--- src/rtl/borrow_select_sub8_pkg.sv ---
// Shared widths and stage-1 payload for the borrow-select subtractor.
// The payload holds both high-slice candidates so stage 2 only muxes.
package borrow_select_sub8_pkg;

    localparam int W_DEF   = 8;
    localparam int SLICE_W = W_DEF / 2;

    typedef struct packed {
        logic [SLICE_W-1:0] lo_d;
        logic               lo_b;
        logic [SLICE_W-1:0] hi_d0;
        logic               hi_b0;
        logic [SLICE_W-1:0] hi_d1;
        logic               hi_b1;
    } s1_payload_t;

    function automatic logic [SLICE_W:0] pick_high(input s1_payload_t p);
        return p.lo_b ? {p.hi_b1, p.hi_d1} : {p.hi_b0, p.hi_d0};
    endfunction

endpackage

--- src/rtl/borrow_select_sub8_sub_slice.sv ---
// Ripple-borrow subtractor for one operand slice.
// diff = a - b - bin, bout set when the slice underflows.
module sub_slice
    import borrow_select_sub8_pkg::*;
#(
    parameter int N = SLICE_W
) (
    input  logic [N-1:0] a,
    input  logic [N-1:0] b,
    input  logic         bin,
    output logic [N-1:0] diff,
    output logic         bout
);

    logic [N:0] br;

    assign br[0] = bin;

    for (genvar i = 0; i < N; i++) begin : g_bit
        assign diff[i]  = a[i] ^ b[i] ^ br[i];
        assign br[i+1]  = (~a[i] & b[i]) | (~(a[i] ^ b[i]) & br[i]);
    end

    assign bout = br[N];

endmodule

--- src/rtl/borrow_select_sub8.sv ---
// Two-stage borrow-select subtractor with valid/ready flow control.
// Stage 1 holds both high-slice candidates; stage 2 selects and presents.
module borrow_select_sub8
    import borrow_select_sub8_pkg::*;
#(
    parameter int W = W_DEF
) (
    input  logic         in_clk,
    input  logic         in_rst,
    input  logic         in_valid,
    output logic         out_ready,
    input  logic [W-1:0] in_A,
    input  logic [W-1:0] in_B,
    input  logic         in_Bin,
    output logic         out_valid,
    input  logic         in_ready,
    output logic [W-1:0] out_D,
    output logic         out_Bout
);

    localparam int H = W / 2;

    // The payload record is sized by the package slice width.
    if (W != W_DEF || (W % 2) != 0) begin : g_w_check
        $error("borrow_select_sub8: W must equal package W_DEF and be even");
    end

    logic [H-1:0] lo_d;
    logic         lo_b;
    logic [H-1:0] hi_d0;
    logic         hi_b0;
    logic [H-1:0] hi_d1;
    logic         hi_b1;

    sub_slice #(.N(H)) u_lo (
        .a    (in_A[H-1:0]),
        .b    (in_B[H-1:0]),
        .bin  (in_Bin),
        .diff (lo_d),
        .bout (lo_b)
    );

    sub_slice #(.N(H)) u_hi0 (
        .a    (in_A[W-1:H]),
        .b    (in_B[W-1:H]),
        .bin  (1'b0),
        .diff (hi_d0),
        .bout (hi_b0)
    );

    sub_slice #(.N(H)) u_hi1 (
        .a    (in_A[W-1:H]),
        .b    (in_B[W-1:H]),
        .bin  (1'b1),
        .diff (hi_d1),
        .bout (hi_b1)
    );

    s1_payload_t s1_next;
    s1_payload_t s1_q;
    logic        s1_valid;
    logic        ld2;
    logic        ld1;
    logic [H:0]  hi_sel;

    always_comb begin
        s1_next       = '0;
        s1_next.lo_d  = lo_d;
        s1_next.lo_b  = lo_b;
        s1_next.hi_d0 = hi_d0;
        s1_next.hi_b0 = hi_b0;
        s1_next.hi_d1 = hi_d1;
        s1_next.hi_b1 = hi_b1;
    end

    assign ld2       = !out_valid || in_ready;
    assign ld1       = !s1_valid || ld2;
    assign out_ready = ld1;
    assign hi_sel    = pick_high(s1_q);

    always_ff @(posedge in_clk or posedge in_rst) begin
        if (in_rst) begin
            s1_valid <= 1'b0;
        end else if (ld1) begin
            s1_valid <= in_valid;
        end
    end

    // Payload needs no reset: it is only observed behind s1_valid.
    always_ff @(posedge in_clk) begin
        if (ld1 && in_valid) begin
            s1_q <= s1_next;
        end
    end

    always_ff @(posedge in_clk or posedge in_rst) begin
        if (in_rst) begin
            out_valid <= 1'b0;
            out_D     <= '0;
            out_Bout  <= 1'b0;
        end else if (ld2) begin
            out_valid <= s1_valid;
            if (s1_valid) begin
                out_D    <= {hi_sel[H-1:0], s1_q.lo_d};
                out_Bout <= hi_sel[H];
            end
        end
    end

endmodule

--- config.mk ---
export PLATFORM = sky130hd
export DESIGN_NAME = borrow_select_sub8
export DESIGN_NICKNAME = d
export VERILOG_FILES = /design/src/rtl/borrow_select_sub8_pkg.sv /design/src/rtl/borrow_select_sub8_sub_slice.sv /design/src/rtl/borrow_select_sub8.sv
export SDC_FILE = /design/constraint.sdc
export NUM_CORES = 1
export LEC_CHECK = 0
export BUFFER_PORTS_ARGS = -buffer_cell sky130_fd_sc_hd__buf_2
export CAP_MARGIN = 0
export CORE_ASPECT_RATIO = 0.75
export CORE_MARGIN = 4
export CORE_UTILIZATION = 45
export DETAILED_ROUTE_END_ITERATION = 8
export PLACE_DENSITY = 0.71
export SETUP_SLACK_MARGIN = 0.1
export SYNTH_ARGS = -nofsm -noshare
export SYNTH_HDL_FRONTEND = slang
export SYNTH_HIERARCHICAL = 1
export SYNTH_SLANG_ARGS = --single-unit
--- constraint.sdc ---
create_clock -name in_clk -period 3.9 [get_ports in_clk]
set_input_delay 0.78 -clock in_clk [delete_from_list [all_inputs] [get_ports in_clk]]
set_output_delay 0.78 -clock in_clk [all_outputs]
set_load 0.01 [all_outputs]
# Word-level counts from Yosys, hierarchy flattened
# Index checks and enable logic that the tools add are counted.
totals:
  output_inout_bits: 11
  wordCells: 80
  register_bits: 26
op_classes:
  bitwise: 63
  n_reduce_logical: 6
  mux: 1
ops:
  columns: ["op", "count"]
  rows:
  - ["$and 1x1->1", 18]
  - ["$xor 1x1->1", 18]
  - ["$not 1->1", 16]
  - ["$or 1x1->1", 11]
  - ["$mux 5", 1]
  - ["$logic_not 1->1", 2]
  - ["$logic_or 1x1->1", 2]
  - ["$reduce_and 2->1", 1]
  - ["$logic_and 1x1->1", 1]

# Logic depth before layout (Yosys ltp)
# Gate-level depths: netlist of the first run.
depth:
  depth_word: 10
  mapped_depth: 8
  ltp_nobuf: 8

# Cells and area by module
# Netlist of the first run, hierarchy kept.
modules_own_cells:
  columns: ["mod", "cells_each", "n_inst", "area_per_inst_um2", "seq_area_each_um2"]
  rows:
  - ["borrow_select_sub8", 57, 1, 984.7, 725.7]
  - ["sub_slice", 14, 3, 117.6, 0.0]

# Least setup slack after synthesis of the first run
# No wires, ideal clock.
synth_timing:
  path_type: "in2reg"
  startpoint: "input port in_B[0]"
  endpoint: "register s1_q[14] in the netlist's numbering (data pin)"
  path_stages: 7
  path_buffers: 0
  setup_slack_ns: 1.425
  t_arrival_ns: 2.206
  path_cell_list: "inv_1 > fa_1 > inv_1 > fa_1 > fa_1 > inv_1 > fa_1"
synth_between:
  elab_chain_len: 9
  word_cells_on_any_way: 10
  classes_between: "bitwise (10)"
synth_rtl:
  columns: ["item", "line_no", "source"]
  rows:
  - ["start: declaration", "borrow_select_sub8.sv:13", "input logic [W-1:0] in_B,"]
  - ["$xor 1x1->1", "borrow_select_sub8_sub_slice.sv:21", "assign br[i+1] = (~a[i] & b[i]) | (~(a[i] ^ b[i]) & br[i]);"]
  - ["$not 1->1", "borrow_select_sub8_sub_slice.sv:21", null]
  - ["$and 1x1->1", "borrow_select_sub8_sub_slice.sv:21", null]
  - ["$or 1x1->1 (*)", "borrow_select_sub8_sub_slice.sv:21", null]
  - ["$and 1x1->1 (*)", "borrow_select_sub8_sub_slice.sv:21", null]
  - ["$or 1x1->1 (*)", "borrow_select_sub8_sub_slice.sv:21", null]
  - ["$and 1x1->1 (*)", "borrow_select_sub8_sub_slice.sv:21", null]
  - ["$or 1x1->1 (*)", "borrow_select_sub8_sub_slice.sv:21", null]
  - ["$xor 1x1->1 (*)", "borrow_select_sub8_sub_slice.sv:20", "assign diff[i] = a[i] ^ b[i] ^ br[i];"]
  - ["via lo_d[3]", "borrow_select_sub8.sv:28", "logic [H-1:0] lo_d;"]
  - ["end signal: assignment", "borrow_select_sub8.sv:92", "s1_q <= s1_next;"]
  - ["end: declaration", "borrow_select_sub8.sv:60", "s1_payload_t s1_q;"]
# Mark *: on every way through the listed nets, which the timed path passes. The rest lies on a longest branch.
# A chain may end at the register's enable or synchronous reset.

# Worst setup path after layout of the first run
# Same ends and word-level chain as after synthesis.

==> results of run 1 <==
## cell usage in the layout, fill, tap and decap left out
cell type and n:
mux2i_1 5, mux2_4 4, inv_1 31, a21oi_1 5
nand2_4 1, and2_1 1, clkbuf_8 3, a31oi_1 5
nand3b_1 1, dfrtp_1 11, nand2b_1 1, or2b_2 1
edfxtp_1 15, nand2b_4 1, conb_1 2, buf_2 31
fa_1 12, clkbuf_16 1
## registers in the layout, summed over array words and instances, names as in the netlist
signal     flops
out_Bout       1
s1_valid       1
out_D          8
s1_q          15
out_valid      1
## critical path, delay by kind of cell
| family | cells | cell delay [ps] |
|---|---|---|
| buffers and inverters | 4 | 290 |
| adder cells (fa/ha/maj) | 4 | 1310 |
## synthesized netlist by cell type, drive strengths merged
cell type  instances  area [µm²]
a31oi              5        31.3
dfrtp             11         275
conb               2        7.51
nand3b             1        7.51
edfxtp            15         450
nand2b             2        20.0
or2b               1        8.76
mux2               4        60.1
nand2              1        11.3
fa                12         240
inv               31         116
mux2i              5        50.1
and2               1        6.26
buf                3        27.5
a21oi              5        25.0
## path summary, 6_finish.rpt
check	startpoint	endpoint	slack [ps]	cells after the start
max in group asynchronous	in_rst	out_D[6]$_DFFE_PP0P_	3150	2
max	in_B[0]	s1_q[14]$_DFFE_PP_	1530	8
min in group in_clk	s1_q[12]$_DFFE_PP_	out_D[1]$_DFFE_PP0P_	480	1
min reg2reg	s1_q[12]$_DFFE_PP_	out_D[1]$_DFFE_PP0P_	480	1
max reg2reg	s1_valid$_DFFE_PP0P_	s1_q[5]$_DFFE_PP_	2250	2
min	in_rst	out_valid$_DFFE_PP0P_	470	2
## stage by stage
step           hold WS (ps)  setup slack [ps]  cells  total power, mW
6_report                472              1530    167            0.686
5_1_grt                 496              1460    167            0.726
4_1_cts                 479              1530    167            0.695
3_5_place_dp            469              1200    163            0.502
3_3_place_gp            465              1270    163            0.491
2_1_floorplan           458              1420     99            0.447
## cell families after synthesis
logic type	Yosys count	share of synthesized area (%)
and+or+nand+nor	6	4.02
adders and majority gates	12	18.0
DFF	26	54.3
buffers and inverters	34	10.8
AOI/OAI and AO/OA	10	4.21
muxes	9	8.23
other	2	0.561
## cell type report
class	count	area (µm²)	area share, %
tap	36	45.0	2.86
multi-input combinational	39	468	29.7
clock buffer	4	66.3	4.21
inverter	31	116	7.38
sequential	26	726	46.0
timing repair buffer	31	155	9.84
## per-layer routing
metal	up-vias	global-route usage, %	wire length [µm]
met5	-	0	0
met4	0	5.63	44
met3	5	3.26	110
met2	20	19.6	1030
met1	356	14.1	824
li1	362	-	-
## where the power goes
part | internal (mW) | switching (mW)
registers | 0.338 | 0.0210
logic | 0.0644 | 0.0678
clock network | 0.112 | 0.0830
total | 0.514 | 0.172
==> results.json, run 1 <==
{
  "ys_ff_latch": 26,
  "rsz0062_at_grt": "false",
  "wirelength_mm": 2.01,
  "holdBufCountCts": 0,
  "postCtsSetupRepairBufs": 0,
  "initial_core_util_pct": 49.1,
  "grt_use_total_pct": 11.8,
  "vias": 743,
  "dieArea_um2": 3920,
  "num-fill-cells": 245,
  "path_class": "in -> reg",
  "relSlewSlack_pct": 59.3,
  "crit_slowest_cell": "fa_1",
  "portBuffers": 31,
  "syn-mean-instance-area_um2": 13.5,
  "cp.arrival_ps": 2380,
  "design.core.area_um2": 2720,
  "finalSetupViolCount": 0,
  "finalInstanceArea_um2": 1580,
  "clock-root-buffer": "clkbuf_8",
  "finalSetupTns_ps": 0,
  "nets": 165,
  "drtPass1Iterations": 2,
  "htreeDepth": 1,
  "cts_buffer_depth": 2,
  "syn_inst": 99,
  "die_y_um": 55.2,
  "post_drt_wl_per_cell_um": 12.1,
  "grt_pass1_wl_mm": 3.57,
  "finish.utilization_pct": 57.9,
  "cts_num_sinks": 26,
  "dp_hpwl_mm": 1.75,
  "required_ps": 3920,
  "drt.antenna.violating_nets": 0,
  "cts_tree": "built",
  "fin_crit_sh_pct": 60.7,
  "layout-drive-gt1-share_pct": 32.1,
  "numCtsBuffers": 3,
  "drc": 0,
  "synth_cell_types": 17,
  "path_cells": "buf_2, inv_1, fa_1, inv_1, fa_1, fa_1, inv_1, fa_1",
  "hold_class": "in -> async",
  "first_iter_violations": 41,
  "area_delta_synth_final_pct": 17.9,
  "cts.clk_slew.worst_paths_ps": 90,
  "grt_pass1_vias": 801,
  "status": "complete, no violations",
  "fin_skew_ps": 2.66,
  "syn-cell-area_um2": 1340,
  "crit_path_end_kind": "register",
  "postCtsResizedCells": 0,
  "antenna_found_initial": 0,
  "cap_violations": 0,
  "syn_nets": 132,
  "yosys_warnings": 6,
  "path_max_fanout": 1,
  "row_count": 16,
  "worst_setup_path_start_kind": "input port",
  "ir_worst_vdd_uv": 254,
  "max_stage_delay_ps": 410,
  "hold_viol": 0,
  "grt_max_degree": 16,
  "fmax_mhz": 423,
  "routabilityCongestion": 0.689,
  "pin_count": 32,
  "place_area_um2": 1510,
  "vias_per_cell": 4.45,
  "p_leak_nw": 0.784,
  "power.density_nw_per_um2": 435,
  "die_w_um": 71.0,
  "gr-total-overflow": 0,
  "n_antenna_cell": 0,
  "report.final.slew_viol_count": 0,
  "tightestPinTransition_ps": 610,
  "insertion_delay_ps": 270,
  "min_period_ps": 2370,
  "ys_seq_area_share_pct": 54.3,
  "crit_top_cell": "fa_1"
}
Power figures use the tool's default switching activity.
==> run 2: changes to the inputs <==
--- a/config.mk
+++ b/config.mk
@@ -5,6 +5,7 @@
 export SDC_FILE = /design/constraint.sdc
 export NUM_CORES = 1
 export LEC_CHECK = 0
+export ABC_AREA = 1
 export BUFFER_PORTS_ARGS = -buffer_cell sky130_fd_sc_hd__buf_2
 export CAP_MARGIN = 0
 export CORE_ASPECT_RATIO = 0.75
==> constraint.sdc (replaced) <==
create_clock -name in_clk -period 2.23 [get_ports in_clk]
set_input_delay 0.446 -clock in_clk [delete_from_list [all_inputs] [get_ports in_clk]]
set_output_delay 0.446 -clock in_clk [all_outputs]
set_load 0.01 [all_outputs]
==> results.json, run 2 <==
{
  "layout-drive-gt1-share_pct": 26.4,
  "gr-total-overflow": 0,
  "cts_num_sinks": 26,
  "rsz0062_at_grt": "false",
  "cts.clk_slew.worst_paths_ps": 90,
  "syn_inst": 125,
  "clock-root-buffer": "clkbuf_8",
  "netlist.area_leader.share_pct": 34.0,
  "row_count": 16,
  "ir_worst_vdd_uv": 547,
  "grt_pass1_vias": 820,
  "status": "complete, no violations",
  "synth-edff-count": 15,
  "place_area_um2": 1530,
  "synth_most_common_cell": "nand2_1",
  "cts_tree": "built",
  "finalInstanceArea_um2": 1590,
  "initial_core_util_pct": 49.0,
  "fin_skew_ps": 4.53,
  "finish.utilization_pct": 58.9,
  "synth_cell_types": 12,
  "fin_crit_sh_pct": 88.8,
  "required_ps": 2240,
  "design.core.area_um2": 2700,
  "vias_per_cell": 4.25,
  "path_class": "in -> reg",
  "crit_slowest_cell": "fa_1",
  "hold_viol": 0,
  "syn-cell-area_um2": 1330,
  "p_seq_share_pct": 52.1,
  "holdBufCountCts": 0,
  "regMostFlops": "s1_q",
  "dp_worst_setup_slack_ps": -56.7,
  "synth_flop_cell": "edfxtp_1",
  "postCtsResizedCells": 0,
  "power.density_nw_per_um2": 783,
  "first_iter_violations": 37,
  "post_drt_wl_per_cell_um": 10.5,
  "path_max_fanout": 2,
  "pwr-share-clk_pct": 27.0,
  "report.final.slew_viol_count": 0,
  "crit_path_end_kind": "register",
  "dieArea_um2": 3890,
  "netSwitchingPower_mw": 0.338,
  "ys_seq_area_share_pct": 54.8,
  "r2r_start": "s1_valid$_DFFE_PP0P_",
  "portBuffers": 31,
  "cp.arrival_ps": 2000,
  "htreeDepth": 1,
  "reg2regPathDepth": 3,
  "final_cells": 195,
  "min_period_ps": 1980,
  "p_sw_share_pct": 27.1,
  "place_inst": 191,
  "largest_reg_flops": 15,
  "yosysTopAreaCell": "edfxtp_1",
  "n_antenna_cell": 0,
  "die_y_um": 55.0,
  "synthTopCellsByArea": "edfxtp_1 34%, dfrtp_1 21%, fa_1 18%",
  "insertion_delay_ps": 270,
  "postCtsSetupRepairBufs": 0,
  "layout_common_cells": "41 x nand2_1, 34 x inv_1, 31 x buf_2",
  "p_leak_nw": 0.860,
  "yosys_warnings": 6,
  "internal-power_mw": 0.908,
  "crit_family": "adder cells",
  "grt_pass1_wl_mm": 3.46,
  "path_cells": "buf_2, inv_1, fa_1, inv_1, fa_2, fa_1, inv_1, fa_1",
  "antenna_found_initial": 0,
  "fin_ws_ps": 250,
  "pin_count": 32,
  "relSlewSlack_pct": 64.1,
  "synth-async-reset-ratio_pct": 42.3,
  "dp_hpwl_mm": 1.72,
  "numCtsBuffers": 3,
  "cp.depth": 8,
  "routabilityCongestion": 0.711,
  "drc": 0,
  "cap_violations": 0,
  "max_stage_delay_ps": 400,
  "crit_buf_inv": 4,
  "die_w_um": 70.7,
  "drt.antenna.violating_nets": 0,
  "final_common_cell": "nand2_1",
  "drtPass1Iterations": 4,
  "vias": 829,
  "crit_path_start": "in_B[4]",
  "largestRegisters": "s1_q x15, out_D x8",
  "grt_use_total_pct": 11.9,
  "area_delta_synth_final_pct": 20.1,
  "ys_top_cells_by_count": "41 x nand2_1, 34 x inv_1, 15 x edfxtp_1, 12 x fa_1, 11 x dfrtp_1",
  "hold_slack_ps": 142,
  "tightestPinTransition_ps": 538,
  "wirelength_mm": 2.06,
  "ys_ff_latch": 26,
  "syn-mean-instance-area_um2": 10.6,
  "finalSetupViolCount": 0,
  "syn_nets": 158,
  "rrSetupSlack_ps": 730,
  "nets": 193,
  "fmax_mhz": 505,
  "cts_buffer_depth": 2,
  "comb_power_share_pct": 20.9,
  "hold_class": "in -> async",
  "grt_max_degree": 16,
  "worst_setup_path_start_kind": "input port"
}
[run 2: changes by cell type after synthesis, sizes merged, moves of 2 or more]
cell	previous run	this run
a21oi	5	1
a31oi	5	0
buf	3	1
inv	31	35
mux2	4	0
mux2i	5	0
nand2	1	43
nand2b	2	0
nand3	0	5
[run 2: final cells by class]
cell class	count	area, µm²
Clock buffer	4	66.3
Timing Repair Buffer	31	155
Inverter	35	131
Fill cell	248	1110
Multi-Input combinational cell	63	468
Tap cell	36	45.0
Sequential cell	26	726
[run 2: worst paths after layout]
check / to
setup / recovery: s1_q[9]$_DFFE_PP_
hold / removal: out_D[5]$_DFFE_PP0P_
setup reg to reg: s1_q[8]$_DFFE_PP_
hold reg to reg: out_D[5]$_DFFE_PP0P_
max in group asynchronous: out_valid$_DFFE_PP0P_
min in group in_clk: s1_valid$_DFFE_PP0P_
[run 2: cell families after synthesis]
group,Yosys count,synth area share [%]
DFF,26,54.8
and+or+nand+nor,48,14.8
other,2,0.567
buffers and inverters,36,10.5
AOI/OAI and AO/OA,1,1.23
adders and majority gates,12,18.1
[run 2: layer usage]
metal / vias to the layer above / wire [µm] / track usage, %
li1: 424 / - / -
met1: 381 / 873 / 13.8
met2: 22 / 1020 / 20.7
met3: 2 / 132 / 3.79
met4: 0 / 30 / 5.63
met5: - / 0 / 0
[run 2: stage by stage]
step | setup TNS, ps | total power, mW
floorplan | 0 | 0.815
global placement | -16.7 | 0.910
detailed placement | -127 | 0.926
CTS | 0 | 1.26
global route | 0 | 1.33
finish | 0 | 1.25
[run 2: power groups by stage]
| stage | Sequential [mW] | Combinational, mW | Clock, mW |
|---|---|---|---|
| finish | 0.650 | 0.260 | 0.337 |
| detailed placement | 0.661 | 0.265 | 0 |
| global placement | 0.655 | 0.255 | 0 |
| floorplan | 0.674 | 0.141 | 0 |
| global route | 0.660 | 0.302 | 0.369 |
| CTS | 0.651 | 0.266 | 0.346 |
